**config.mk**
```make
export PLATFORM = sky130hd
export DESIGN_NAME = serial_adder_ctrl
export DESIGN_NICKNAME = d
export VERILOG_FILES = /design/src/rtl/sap_alu_pkg.sv /design/src/rtl/fa.sv /design/src/rtl/serial_adder_ctrl.sv
export SDC_FILE = /design/constraint.sdc
export NUM_CORES = 1
export LEC_CHECK = 0
export ABC_AREA = 1
export CORE_MARGIN = 10
export CORE_UTILIZATION = 55
export CTS_CLUSTER_SIZE = 12
export DETAILED_ROUTE_END_ITERATION = 8
export PLACE_DENSITY = 0.88
export SLEW_MARGIN = 10
export SYNTH_ARGS = -nofsm -noshare
export SYNTH_HDL_FRONTEND = slang
export SYNTH_SLANG_ARGS = --single-unit
```
**constraint.sdc**
```tcl
create_clock -name CLK -period 2.02 [get_ports CLK]
set_input_delay 0.505 -clock CLK [delete_from_list [all_inputs] [get_ports CLK]]
set_output_delay 0.505 -clock CLK [all_outputs]
set_load 0.02 [all_outputs]
```
**src/rtl/sap_alu_pkg.sv**
```systemverilog
// Shared types and defaults for the SAP ALU path.
package sap_alu_pkg;

  typedef enum logic [1:0] {
    IDLE   = 2'd0,
    SHIFT  = 2'd1,
    FINISH = 2'd2
  } ser_state_t;

  localparam int SAP_WIDTH_DEFAULT = 8;

endpackage

```
**src/rtl/fa.sv**
```systemverilog
// Gate-level one-bit full adder, the shared datapath cell of the serial adder.
module fa (
  input  logic A,
  input  logic B,
  input  logic CIN,
  output logic SUM,
  output logic COUT
);

  logic p;

  assign p    = A ^ B;
  assign SUM  = p ^ CIN;
  assign COUT = (A & B) | (CIN & p);

endmodule

```
**src/rtl/serial_adder_ctrl.sv**
```systemverilog
// Bit-serial add/subtract controller: one full adder reused across WIDTH cycles, LSB first.
//
// state  | meaning
// IDLE   | waiting for START; result and flags hold the last completed operation
// SHIFT  | one operand bit per cycle through the fa cell, BUSY high
// FINISH | one-cycle DONE pulse with result and flags valid
module serial_adder_ctrl
  import sap_alu_pkg::*;
#(
  parameter int WIDTH = SAP_WIDTH_DEFAULT
) (
  input  logic             CLK,
  input  logic             CLR,
  input  logic             START,
  input  logic             SUB,
  input  logic [WIDTH-1:0] A,
  input  logic [WIDTH-1:0] B,
  output logic             BUSY,
  output logic             DONE,
  output logic [WIDTH-1:0] SUM,
  output logic             CARRY,
  output logic             OVERFLOW,
  output logic             ZERO
);

  localparam int CNT_W = $clog2(WIDTH);
  localparam logic [CNT_W-1:0] CNT_LAST = CNT_W'(WIDTH - 1);
  localparam logic [CNT_W-1:0] CNT_PEN  = CNT_W'(WIDTH - 2);

  ser_state_t       state, state_nxt;
  logic [WIDTH-1:0] a_reg, b_reg;
  logic [WIDTH-2:0] res_reg;
  logic [CNT_W-1:0] cnt;
  logic             carry_reg, msb_cin;
  logic             fa_sum, fa_cout;
  logic             last_bit;
  logic [WIDTH-1:0] res_nxt;

  fa u_fa (
    .A    (a_reg[0]),
    .B    (b_reg[0]),
    .CIN  (carry_reg),
    .SUM  (fa_sum),
    .COUT (fa_cout)
  );

  // res_reg keeps only the upper WIDTH-1 bits; the full word exists one bit early as res_nxt
  assign res_nxt  = {fa_sum, res_reg};
  assign last_bit = (state == SHIFT) && (cnt == CNT_LAST);

  always_comb begin
    state_nxt = state;
    case (state)
      IDLE:    if (START) state_nxt = SHIFT;
      SHIFT:   if (last_bit) state_nxt = FINISH;
      FINISH:  state_nxt = IDLE;
      default: state_nxt = IDLE;
    endcase
  end

  // BUSY/DONE come straight from flops so they never glitch on a state decode
  always_ff @(posedge CLK) begin
    if (CLR) begin
      state     <= IDLE;
      a_reg     <= '0;
      b_reg     <= '0;
      res_reg   <= '0;
      cnt       <= '0;
      carry_reg <= 1'b0;
      msb_cin   <= 1'b0;
      BUSY      <= 1'b0;
      DONE      <= 1'b0;
      SUM       <= '0;
      CARRY     <= 1'b0;
      OVERFLOW  <= 1'b0;
      ZERO      <= 1'b0;
    end else begin
      state <= state_nxt;
      BUSY  <= (state_nxt == SHIFT);
      DONE  <= (state_nxt == FINISH);
      case (state)
        IDLE: begin
          if (START) begin
            a_reg     <= A;
            b_reg     <= SUB ? ~B : B;
            carry_reg <= SUB;
            cnt       <= '0;
          end
        end
        SHIFT: begin
          a_reg     <= a_reg >> 1;
          b_reg     <= b_reg >> 1;
          carry_reg <= fa_cout;
          res_reg   <= res_nxt[WIDTH-1:1];
          cnt       <= cnt + 1'b1;
          if (cnt == CNT_PEN) msb_cin <= fa_cout;
          if (last_bit) begin
            SUM      <= res_nxt;
            CARRY    <= fa_cout;
            OVERFLOW <= msb_cin ^ fa_cout;
            ZERO     <= (res_nxt == '0);
          end
        end
        default: ;
      endcase
    end
  end

endmodule

```
---- Yosys cells after proc, flatten, opt, wreduce, memory -nomap -nowiden ----
Index checks and enable logic that the tools add are counted.
storage, ports and cells
  bits in registers ....................... 43
  input port bits ......................... 20
  output and inout port bits .............. 13
  logic and storage cells ................. 46
cells by class
  add/subtract/negate cells ............... 1
  equality and inequality tests ........... 6
  multiplexer cells ....................... 12
  bitwise operators ....................... 7
  reduce and logical (&&, ||, !) cells .... 7
operators with widths
  cell                                                                   count
  8-bit case mux with 2 select lines                                     2
  8-bit 2-to-1 mux                                                       3
  8-bit zero test                                                        1
  8-bit NOT                                                              1
  3-bit equality test, second input constant                             2
  3-bit case mux with 2 select lines                                     1
  2-bit AND reduction                                                    3
  2-bit by 1-bit equality test with 1-bit output, second input constant  2
  2-bit 2-to-1 mux                                                       2
  2-bit case mux with 2 select lines                                     1
  3-bit by 1-bit adder with 3-bit output, second input constant          1
  3-bit 2-to-1 mux                                                       1
  1-bit XOR                                                              3
  1-bit bitwise AND                                                      2
  2-bit equality test, second input constant                             1
  2-bit zero test                                                        1
  2-bit != test, second input constant                                   1
  1-bit case mux with 2 select lines                                     1
  2-bit nonzero test                                                     1
  1-bit logical AND                                                      1
  1-bit 2-to-1 mux                                                       1
  1-bit bitwise OR                                                       1

---- Logic depth before layout (Yosys ltp) ----
Gate-level depths: netlist of run 1.
  depth in word-level cells ............... 5
  mapped depth ............................ 8
  mapped depth without buffers ............ 8

---- By module ----
From an unflattened synthesis of run 1, not the netlist that was laid out.
unflattened totals
  cells, all modules ...................... 260
  area, all modules ....................... 1,894.3 µm²
by module, submodules not included
  module             instances  cells each  area each (µm²)  seq. area each (µm²)
  serial_adder_ctrl  1          259         1,874.3          860.8
  fa                 1          1           20.0             0.0

---- Worst setup path after synthesis of run 1 ----
No wires, ideal clock.
  path type ............................... reg2reg
  from .................................... register cnt[0]
  to ...................................... register ZERO
  setup time .............................. 117 ps
  arrival ................................. 1,157 ps
  data required time ...................... 1,903 ps
  slack ................................... 746 ps
  stages on the path, launching flop included .. 9
  path buffers ............................ 1
  period minus slack after synthesis ...... 1,274 ps
  cell sequence ........................... dfxtp_1 ha_1 ha_1 inv_1 nor2_4 inv_2 buf_2 nor2_1 nor2_1
on the way
  word-level cells in the longest chain between the ends .. 3
RTL lines
  element                               RTL line                  RTL
  start: declaration                    serial_adder_ctrl.sv:33   logic [CNT_W-1:0] cnt;
  start signal: assignment              serial_adder_ctrl.sv:95   cnt <= cnt + 1'b1;
  3-bit equality test                   serial_adder_ctrl.sv:49   assign last_bit = (state == SHIFT) && (cnt == CNT_LAST);
  1-bit logical AND                     serial_adder_ctrl.sv:49
  2-bit AND reduction (no source line)  -
  end signal: assignment                serial_adder_ctrl.sv:101  ZERO <= (res_nxt == '0);
  end: declaration                      serial_adder_ctrl.sv:23   output logic ZERO
Every way passes these cells.
A chain may end at the register's enable or synchronous reset.

---- Final worst setup path of run 1 ----
  from .................................... register SUM[7]
  to ...................................... output port SUM[7]
RTL lines
  element                   RTL line                 RTL
  start: declaration        serial_adder_ctrl.sv:20  output logic [WIDTH-1:0] SUM,
  start signal: assignment  serial_adder_ctrl.sv:98  SUM <= res_nxt;
No word-level cell between the ends.

==> results.tsv, run 1 <==
metric	value	unit
clock_power_share	0.267	
hold_path.class	flop to flop	
cts_tree	built	
crit_fanout	2	
synth-edff-count	0	
gp_congestion	0.7842	
dieArea	6368	um^2
die_x	79.80	um
ctsLongestPathBuffers	2	
synth_area_leaders	dfxtp_1 44%, nand2_1 13%, nand3_1 9.9%, nor2_1 8.6%, inv_1 5.2%	
clock_sinks	43	
synth_cell_types	23	
grt_max_degree	30	
post-route-drc-count	0	
ys_ff_latch	43	
port_buffers	32	
cap_violations	0	
grt_usage	0.1361	
hold_buffers	0	
cts_made_buffers	5	
h-tree-depth	2	
cp.buffers_inverters	1	
drive_gt1_frac	0.06774	
finalHoldViolCount	0	
max_slew.worst_pin.slew	0.5409	ns
vias	1764	
power.density	672.0	nW/um^2
crit_path_start_kind	flop	
syn-mean-instance-area	7.050	um^2
antenna_found_initial	0	
postLayoutCoreUtil	0.6907	
syn-num-nets	303	
p_int	1.152	mW
drtIter0Drc	160	
vias_per_cell	4.955	
grt_pass1_vias	1721	
pwr-share-seq	0.582	
synth_ff_type	dfxtp_1	
crit_chain	clkdlybuf4s50_1	
crit_family	buffers and inverters	
finalWorstSetupSlack	0.1959	ns
root_buffer	clkbuf_4	
row_count	21	
clock.fmax	548.2	MHz
start_util	0.5803	
postCtsSetupRepairBufs	0	
synth_area_leader_cell	dfxtp_1	
cp_slowest_cell	clkdlybuf4s50_1	
drt-pass1-iter-count	4	
rsz0062_at_grt	false	
end_kind	output pin	
dpl_worst_slack	0.2422	ns
ys_seq_area_frac	0.4377	
syn_inst	279	
grt_pass1_wl	7182	um
outcome	finished, final reports clean	
clkLatencyLatePin	0.35	ns
switching_share	0.2677	
clk_pin_slew	0.12	ns
yosysMostFrequentCell	nand2_1	
tns	0	ns
antenna_cells	0	
holdWs	0.4830	ns
criticalPathCategory	flop to output pin	
ioPinCount	33	
wire_per_inst	11.58	um
dp_hpwl	2981	um
fillers	295	
skew	0.005437	ns
relSlewSlack	0.6385	
report.final.slew_viol_count	0	
core	3390	um^2
peakVddDrop	0.3629	mV
arrival	1.32	ns
cp_slowest_stage_delay	0.61	ns
netlist_top_cells_count	69 x nand2_1, 45 x nor2_1, 43 x dfxtp_1	
netlist_area	1967	um^2
timing.critical_path.required	1.51	ns
cts_resized	0	
finalSetupViolations	0	
fin_crit_sh	0.9030	
total_power	1.573	mW
die_h	79.80	um
ant_nets	0	
fin_crit	1.824	ns
switchingPower	421.1	uW
area_delta_synth_final	19.02	%
fin_nets	334	
leakage	1.131	nW
pwr-share-comb	0.150	
wl	4121	um
grt_overflow	0	
yosys_warnings	0	
synth_top_area_share	0.4377	
async_flop_share	0	
[cell families after synthesis]
logic type                 share of synthesized area
xor gates and xnor gates                    0.008907
buffers and inverters                         0.1050
and+or+nand+nor                               0.3492
adders and majority gates                    0.02926
DFF                                           0.4377
AOI/OAI and AO/OA                            0.06997
[stage by stage]
step / area, um^2 / cells
2_1_floorplan: 1967 / 279
3_3_place_gp: 2285 / 349
3_5_place_dp: 2285 / 349
4_1_cts: 2341 / 356
5_1_grt: 2341 / 356
6_report: 2341 / 356
[power by group through the flow]
| stage | Combinational [mW] | Clock, mW | Sequential [mW] |
|---|---|---|---|
| 2_1_floorplan | 0.172 | 0 | 0.931 |
| 3_3_place_gp | 0.228 | 0 | 0.934 |
| 3_5_place_dp | 0.236 | 0 | 0.935 |
| 4_1_cts | 0.237 | 0.431 | 0.916 |
| 5_1_grt | 0.274 | 0.460 | 0.923 |
| 6_report | 0.236 | 0.421 | 0.916 |
[cell usage in the layout (no fill, tap or decap), drive strengths merged, types with 2 or more instances in the layout]
| master | n |
|---|---|
| a21oi | 10 |
| buf | 5 |
| clkbuf | 6 |
| clkdlybuf4s50 | 32 |
| dfxtp | 43 |
| ha | 3 |
| inv | 29 |
| nand2 | 72 |
| nand3 | 39 |
| nor2 | 48 |
| o21ai | 16 |
| xor2 | 2 |
[metal layers]
metal / up-vias / share of wire / GRT usage
li1: 937 / - / -
met2: 41 / 0.50 / 0.2532
met4: 0 / 0.013 / 0.04930
met5: - / 0 / 0
met3: 4 / 0.061 / 0.03941
met1: 782 / 0.43 / 0.1404
[final cells by class]
type                            count  area, um^2  share of cell area
Multi-Input combinational cell    194       899.6              0.3843
Sequential cell                    43       860.8              0.3677
Timing Repair Buffer               37       357.8              0.1529
Inverter                           29       108.9             0.04650
Tap cell                           46       57.56             0.02459
Clock buffer                        6       51.30             0.02191
Clock inverter                      1       5.005            0.002138
[path summary, 6_finish.rpt]
check | from | endpoint | slack, ns | cells after the start
hold / removal | SUM[5] | SUM[5] | 0.48 | 2
setup / recovery | SUM[7] | SUM[7] | 0.20 | 1
setup reg to reg | cnt[0] | SUM[7] | 0.57 | 8
hold reg to reg | SUM[5] | SUM[5] | 0.48 | 2
No activity file was read; power rests on OpenSTA's default activity.
==> run 2, diff against run 1 <==
--- a/config.mk
+++ b/config.mk
@@ -8,6 +8,7 @@
 export ABC_AREA = 1
 export CORE_MARGIN = 10
 export CORE_UTILIZATION = 55
+export CTS_CLUSTER_DIAMETER = 60
 export CTS_CLUSTER_SIZE = 12
 export DETAILED_ROUTE_END_ITERATION = 8
 export PLACE_DENSITY = 0.88
==> results of run 2 <==
No change in the layout: final DEF, timing and power equal those of run 1.
==> run 3, diff against run 2 <==
--- a/config.mk
+++ b/config.mk
@@ -7,11 +7,11 @@
 export LEC_CHECK = 0
 export ABC_AREA = 1
 export CORE_MARGIN = 10
-export CORE_UTILIZATION = 55
+export CORE_UTILIZATION = 52
 export CTS_CLUSTER_DIAMETER = 60
 export CTS_CLUSTER_SIZE = 12
 export DETAILED_ROUTE_END_ITERATION = 8
-export PLACE_DENSITY = 0.88
+export PLACE_DENSITY = 0.84
 export SLEW_MARGIN = 10
 export SYNTH_ARGS = -nofsm -noshare
 export SYNTH_HDL_FRONTEND = slang
==> constraint.sdc (replaced) <==
create_clock -name CLK -period 1.7 [get_ports CLK]
set_input_delay 0.425 -clock CLK [delete_from_list [all_inputs] [get_ports CLK]]
set_output_delay 0.425 -clock CLK [all_outputs]
set_load 0.02 [all_outputs]
==> run 3 against run 2 <==
Utilization shrank 2.4 points. First-iteration DRC count shrank 41%. Final cell count grew 2.2%. Wire length up 2.5%. Power rose by 33%. Combinational power rose by 24%. Die area grew 4.3%. Sequential share of layout area decreased by 1.5 points. Clock skew down 0.00081 ns. Worst setup slack worse by 0.16 ns. Critical path depth unchanged. Critical endpoint is now OVERFLOW.
==> results.tsv, run 3 (synthesized netlist as in run 1, its figures left out) <==
metric	value	unit
rrSetupSlack	0.27	ns
grt_pass1_wl	7410	um
fin_cells	364	
vias_per_cell	4.863	
max_slew.worst_pin.slew	0.4087	ns
outcome	finished, final reports clean	
crit_chain	clkdlybuf4s50_1	
relSlewSlack	0.7273	
row_count	22	
tns	0	ns
h-tree-depth	2	
ant_nets	0	
drive_gt1_frac	0.08228	
end_kind	output pin	
drt-pass1-iter-count	5	
fin_crit_sh	0.9779	
switching_share	0.2552	
wire_per_inst	11.61	um
finalSetupViolations	0	
clk_pin_slew	0.08	ns
ioPinCount	33	
grt_pass1_vias	1698	
grt_overflow	0	
antenna_found_initial	0	
crit_fanout	2	
cts_made_buffers	5	
cts_tree	built	
fin_nets	339	
crit_family	buffers and inverters	
gp_congestion	0.7784	
pwr-share-comb	0.140	
grt_max_degree	22	
rsz0062_at_grt	false	
cp.buffers_inverters	1	
area_delta_synth_final	24.17	%
p_int	1.557	mW
ctsLongestPathBuffers	2	
finalHoldViolCount	0	
arrival	1.24	ns
leakage	1.304	nW
fin_crit	1.662	ns
clock_power_share	0.339	
wl	4225	um
switchingPower	533.3	uW
report.final.slew_viol_count	0	
final_cell_mix	69 x nand2_1, 45 x nor2_1, 43 x dfxtp_1	
die_x	81.50	um
antenna_cells	0	
layout_commonest_cell	nand2_1	
dp.cells	356	
cp_slowest_cell	clkdlybuf4s50_1	
postCtsSetupRepairBufs	0	
clock_sinks	43	
dp_hpwl	3016	um
clock.fmax	601.5	MHz
vias	1770	
worst_r2r_path_depth	8	
drtIter0Drc	95	
post-route-drc-count	0	
pwr-share-seq	0.521	
power.density	855.7	nW/um^2
skew	0.004630	ns
cap_violations	0	
root_buffer	clkbuf_8	
die_h	81.50	um
dieArea	6642	um^2
hold_path.class	flop to flop	
crit_cells	1	
clkLatencyLatePin	0.29	ns
port_buffers	32	
peakVddDrop	0.4483	mV
hold_depth	2	
grt_usage	0.1366	
criticalPathCategory	flop to output pin	
timing.critical_path.required	1.27	ns
crit_path_start_kind	flop	
cp_slowest_stage_delay	0.61	ns
start_util	0.5373	
core	3661	um^2
[run 3: cell types whose count changed in the layout (fill, tap and decap cells not counted)]
cell	previous run	this run
buf_4	5	10
clkbuf_1	0	1
clkdlybuf4s50_1	32	25
clkbuf_8	1	7
dlymetal6s2s_1	0	7
clkinv_2	1	0
clkbuf_4	5	0
[run 3: metrics by stage]
stage	setup WS, ns	instance area, um^2	total power, mW	hold WS [ns]	utilization
2_1_floorplan	0.4263	1967	1.311	0.4473	-
6_report	0.03758	2442	2.090	0.4784	0.6671
3_5_place_dp	0.1268	2325	1.403	0.4721	0.6350
3_3_place_gp	0.1381	2325	1.396	0.4586	0.6350
5_1_grt	0.01149	2442	2.183	0.5080	0.6671
4_1_cts	0.01386	2425	2.103	0.4850	0.6623
[run 3: area by class of cell]
class | instances | area, um^2
clock buffer | 8 | 100.1
inverter | 29 | 108.9
multi-input combinational | 194 | 899.6
fill | 323 | 1219
timing repair buffer | 42 | 412.9
tap | 48 | 60.06
sequential | 43 | 860.8
[run 3: power by group through the flow]
stage | combinational [mW] | clock, mW | sequential, mW
floorplan | 0.204 | 0 | 1.11
global placement | 0.286 | 0 | 1.11
detailed placement | 0.291 | 0 | 1.11
CTS | 0.293 | 0.722 | 1.09
global route | 0.338 | 0.750 | 1.09
finish | 0.293 | 0.709 | 1.09
[run 3: worst paths after layout]
check	start	endpoint
max	OVERFLOW	OVERFLOW
min	SUM[6]	SUM[6]
max reg2reg	cnt[0]	CARRY
min reg2reg	SUM[6]	SUM[6]
[run 3: metal layers]
metal	global-route usage	vias up	routed length, um
met3	0.03712	6	279
met5	0	-	0
met2	0.2433	52	2042
met1	0.1551	770	1851
met4	0.04152	0	52
li1	-	942	-
[run 3: what timing repair did]
item | CTS | global route
gates resized for setup | 0 | 7
hold buffers | 0 | 0
endpoints found under the hold margin | 0 | 0
endpoints found under the setup margin | 0 | 7
==> patch: new RTL, flow settings as in run 3 <==
Register the inputs `CLR`, `START`, `SUB`, `A` and `B` before use, without a reset. The logic sees them one clock later.
--- a/src/rtl/serial_adder_ctrl.sv
+++ b/src/rtl/serial_adder_ctrl.sv
@@ -28,4 +28,18 @@
   localparam logic [CNT_W-1:0] CNT_PEN  = CNT_W'(WIDTH - 2);
 
+  logic CLR_q;
+  logic START_q;
+  logic SUB_q;
+  logic [WIDTH-1:0] A_q;
+  logic [WIDTH-1:0] B_q;
+
+  always_ff @(posedge CLK) begin
+    CLR_q   <= CLR;
+    START_q <= START;
+    SUB_q   <= SUB;
+    A_q     <= A;
+    B_q     <= B;
+  end
+
   ser_state_t       state, state_nxt;
   logic [WIDTH-1:0] a_reg, b_reg;
@@ -52,5 +66,5 @@
     state_nxt = state;
     case (state)
-      IDLE:    if (START) state_nxt = SHIFT;
+      IDLE:    if (START_q) state_nxt = SHIFT;
       SHIFT:   if (last_bit) state_nxt = FINISH;
       FINISH:  state_nxt = IDLE;
@@ -61,5 +75,5 @@
   // BUSY/DONE come straight from flops so they never glitch on a state decode
   always_ff @(posedge CLK) begin
-    if (CLR) begin
+    if (CLR_q) begin
       state     <= IDLE;
       a_reg     <= '0;
@@ -81,8 +95,8 @@
       case (state)
         IDLE: begin
-          if (START) begin
-            a_reg     <= A;
-            b_reg     <= SUB ? ~B : B;
-            carry_reg <= SUB;
+          if (START_q) begin
+            a_reg     <= A_q;
+            b_reg     <= SUB_q ? ~B_q : B_q;
+            carry_reg <= SUB_q;
             cnt       <= '0;
           end
Formal check against the unedited RTL: not equivalent (Yosys sat finds a counterexample within 4 cycles, from zero or initial values).
==> patch against run 3 <==
Design area is 18% higher. Highest routed layer unchanged. Sequential cell count is 19 higher. Wire length is 6.4% higher. First-iteration DRC count is 22% higher. Synthesized cell count is 5.7% higher. Total power is 52% higher. Count of clock-buffer cells in the layout is 6 higher. Non-clock buffer count is 5 lower. Synthesized area is 19% higher. Setup slack better by 0.014 ns.
==> patch: results (changes against run 3) <==
- DR iter-0 viols: 116 (+22%)
- Run status: completed
- Peak supply drop: 0.6594 mV (+47%)
- Area contributors post-synth: dfxtp_1, nand2_1, nor2_1
- Hpwl dp: 3044 um (+0.91%)
- Yosys warns: 0 (unchanged)
- Sequential area share after synthesis: 53.10% (+9.3 points)
- Crit path arrival time: 1.22 ns (-0.02 ns)
- Clock root buffer: clkbuf_8
- CTS H-tree depth: 3 (+1)
- Critical-path top delay cell: clkdlybuf4s50_1
- Final worst clock skew: 0.004132 ns (-0.0004975 ns)
- Clock tree buffer depth: 2 (unchanged)
- Crit-path max cell delay: 0.59 ns (-0.02 ns)
- Num CTS Buffers: 9 (+4)
- R2R setup slack: 0.31 ns (+0.04 ns)
- Cell variety after synth: 26 (+13%)
- Vias in the first global route: 1903 (+12%)
- PortBufs: 32 (unchanged)
- Routability cong.: 0.7407 (-4.8%)
- Post-synth top cells: dfxtp_1, nand2_1, nor2_1, nand3_1, inv_1
- Post-CTS Setup Inserts: 0 (unchanged)
- Leak: 1.381 nW (+5.9%)
- Skew-Pair Late Insertion Delay: 0.33 ns (+0.04 ns)
- Ys async rst share: 0% (unchanged)
- Clk pin slew, worst setup/hold paths: 0.06 ns (-0.02 ns)
- Slew headroom: 73.21% (+0.48 points)
- Share of layout cells above drive strength 1: 9.821% (+1.6 points)
- Pin count of the biggest net entering global routing: 26 (+18%)
- GR Util All Layers: 13.37% (-0.30 points)
- Critical path's top delay family: buffers and inverters
- First-pass GRT wire length: 8176 um (+10%)
- WL final: 4496 um (+6.4%)
- Vias/cell: 4.781 (-1.7%)
- Hold Vio Cnt, Final: 0 (unchanged)
- N_diodes: 0 (unchanged)
- Synth Net Count: 319 (+5.3%)
- Final net count: 355 (+4.7%)
- Initial antenna violation count: 0 (unchanged)
- Worst-path fanout max: 1 (-1)
- TritonRoute pass-1 iters: 4 (-1)
-- patch: changes by cell type after synthesis, moves of 2 or more --
cell and delta:
a21oi_1 +6, buf_6 -2, inv_1 -3, nor2_1 +8, o21ai_1 -5, and3_1 +2
nand2_1 -7, o21ai_0 +6, dfxtp_1 +19, buf_4 +2, nand3_1 -12
-- patch: kinds of logic (layout without fill, tap and decap cells) --
| group | Yosys count | in the layout | share of synthesized area [%] |
|---|---|---|---|
| xor+xnor | 2 | 2 | 0.7496 |
| buf+inv | 40 | 81 | 8.244 |
| fa+ha+maj | 4 | 4 | 2.463 |
| flops | 62 | 62 | 53.10 |
| simple gates | 153 | 153 | 28.00 |
| compound gates | 34 | 34 | 7.441 |
-- patch: per-stage QoR --
| step | worst slack (ns) | instances | utilization (%) | cell area [um2] | hold WS [ns] |
|---|---|---|---|---|---|
| after CTS | 0.02157 | 388 | 66.15 | 2880 | 0.4682 |
| after global routing | 0.009632 | 388 | 66.21 | 2883 | 0.4970 |
| after floorplan | 0.4699 | 295 | - | 2337 | 0.4246 |
| final | 0.05110 | 388 | 66.21 | 2883 | 0.4597 |
| after detailed placement | 0.3212 | 372 | 61.41 | 2674 | 0.4515 |
| after global placement | 0.3188 | 372 | 61.41 | 2674 | 0.4352 |
-- patch: where the power goes --
group	internal, mW	leakage (nW)	switching, mW
Clock	0.838	0.109	0.522
Sequential	1.52	0.512	0.0397
Combinational	0.111	0.760	0.139
-- patch: timing repair --
action	CTS	global route
gates cloned	0	0
pin swaps	0	0
endpoints found under the setup margin	11	1
hold buffers	0	0
gates resized for setup	11	1
-- patch: routing by layer --
| layer | GRT usage [%] | up-vias | part of all wire [%] | wire (um) |
|---|---|---|---|---|
| met4 | 7.658 | 0 | 1.2 | 56 |
| li1 | - | 993 | - | - |
| met1 | 14.37 | 814 | 46 | 2078 |
| met2 | 21.65 | 43 | 47 | 2135 |
| met5 | 0 | - | 0 | 0 |
| met3 | 5.431 | 5 | 5.0 | 227 |
-- patch: path summary, 6_finish.rpt --
path	startpoint	to	cells past startpoint
min	A_q[7]	a_reg[7]	2
max	DONE	DONE	1
min reg2reg	A_q[7]	a_reg[7]	2
max reg2reg	cnt[0]	SUM[4]	7
-- patch: layout make-up --
type / count / area, um2
sequential: 62 / 1241
inverter: 28 / 106.4
clock inverter: 2 / 37.54
timing repair buffer: 37 / 346.6
fill: 360 / 1471
tap: 52 / 65.06
multi-input combinational: 193 / 903.4
clock buffer: 14 / 182.7
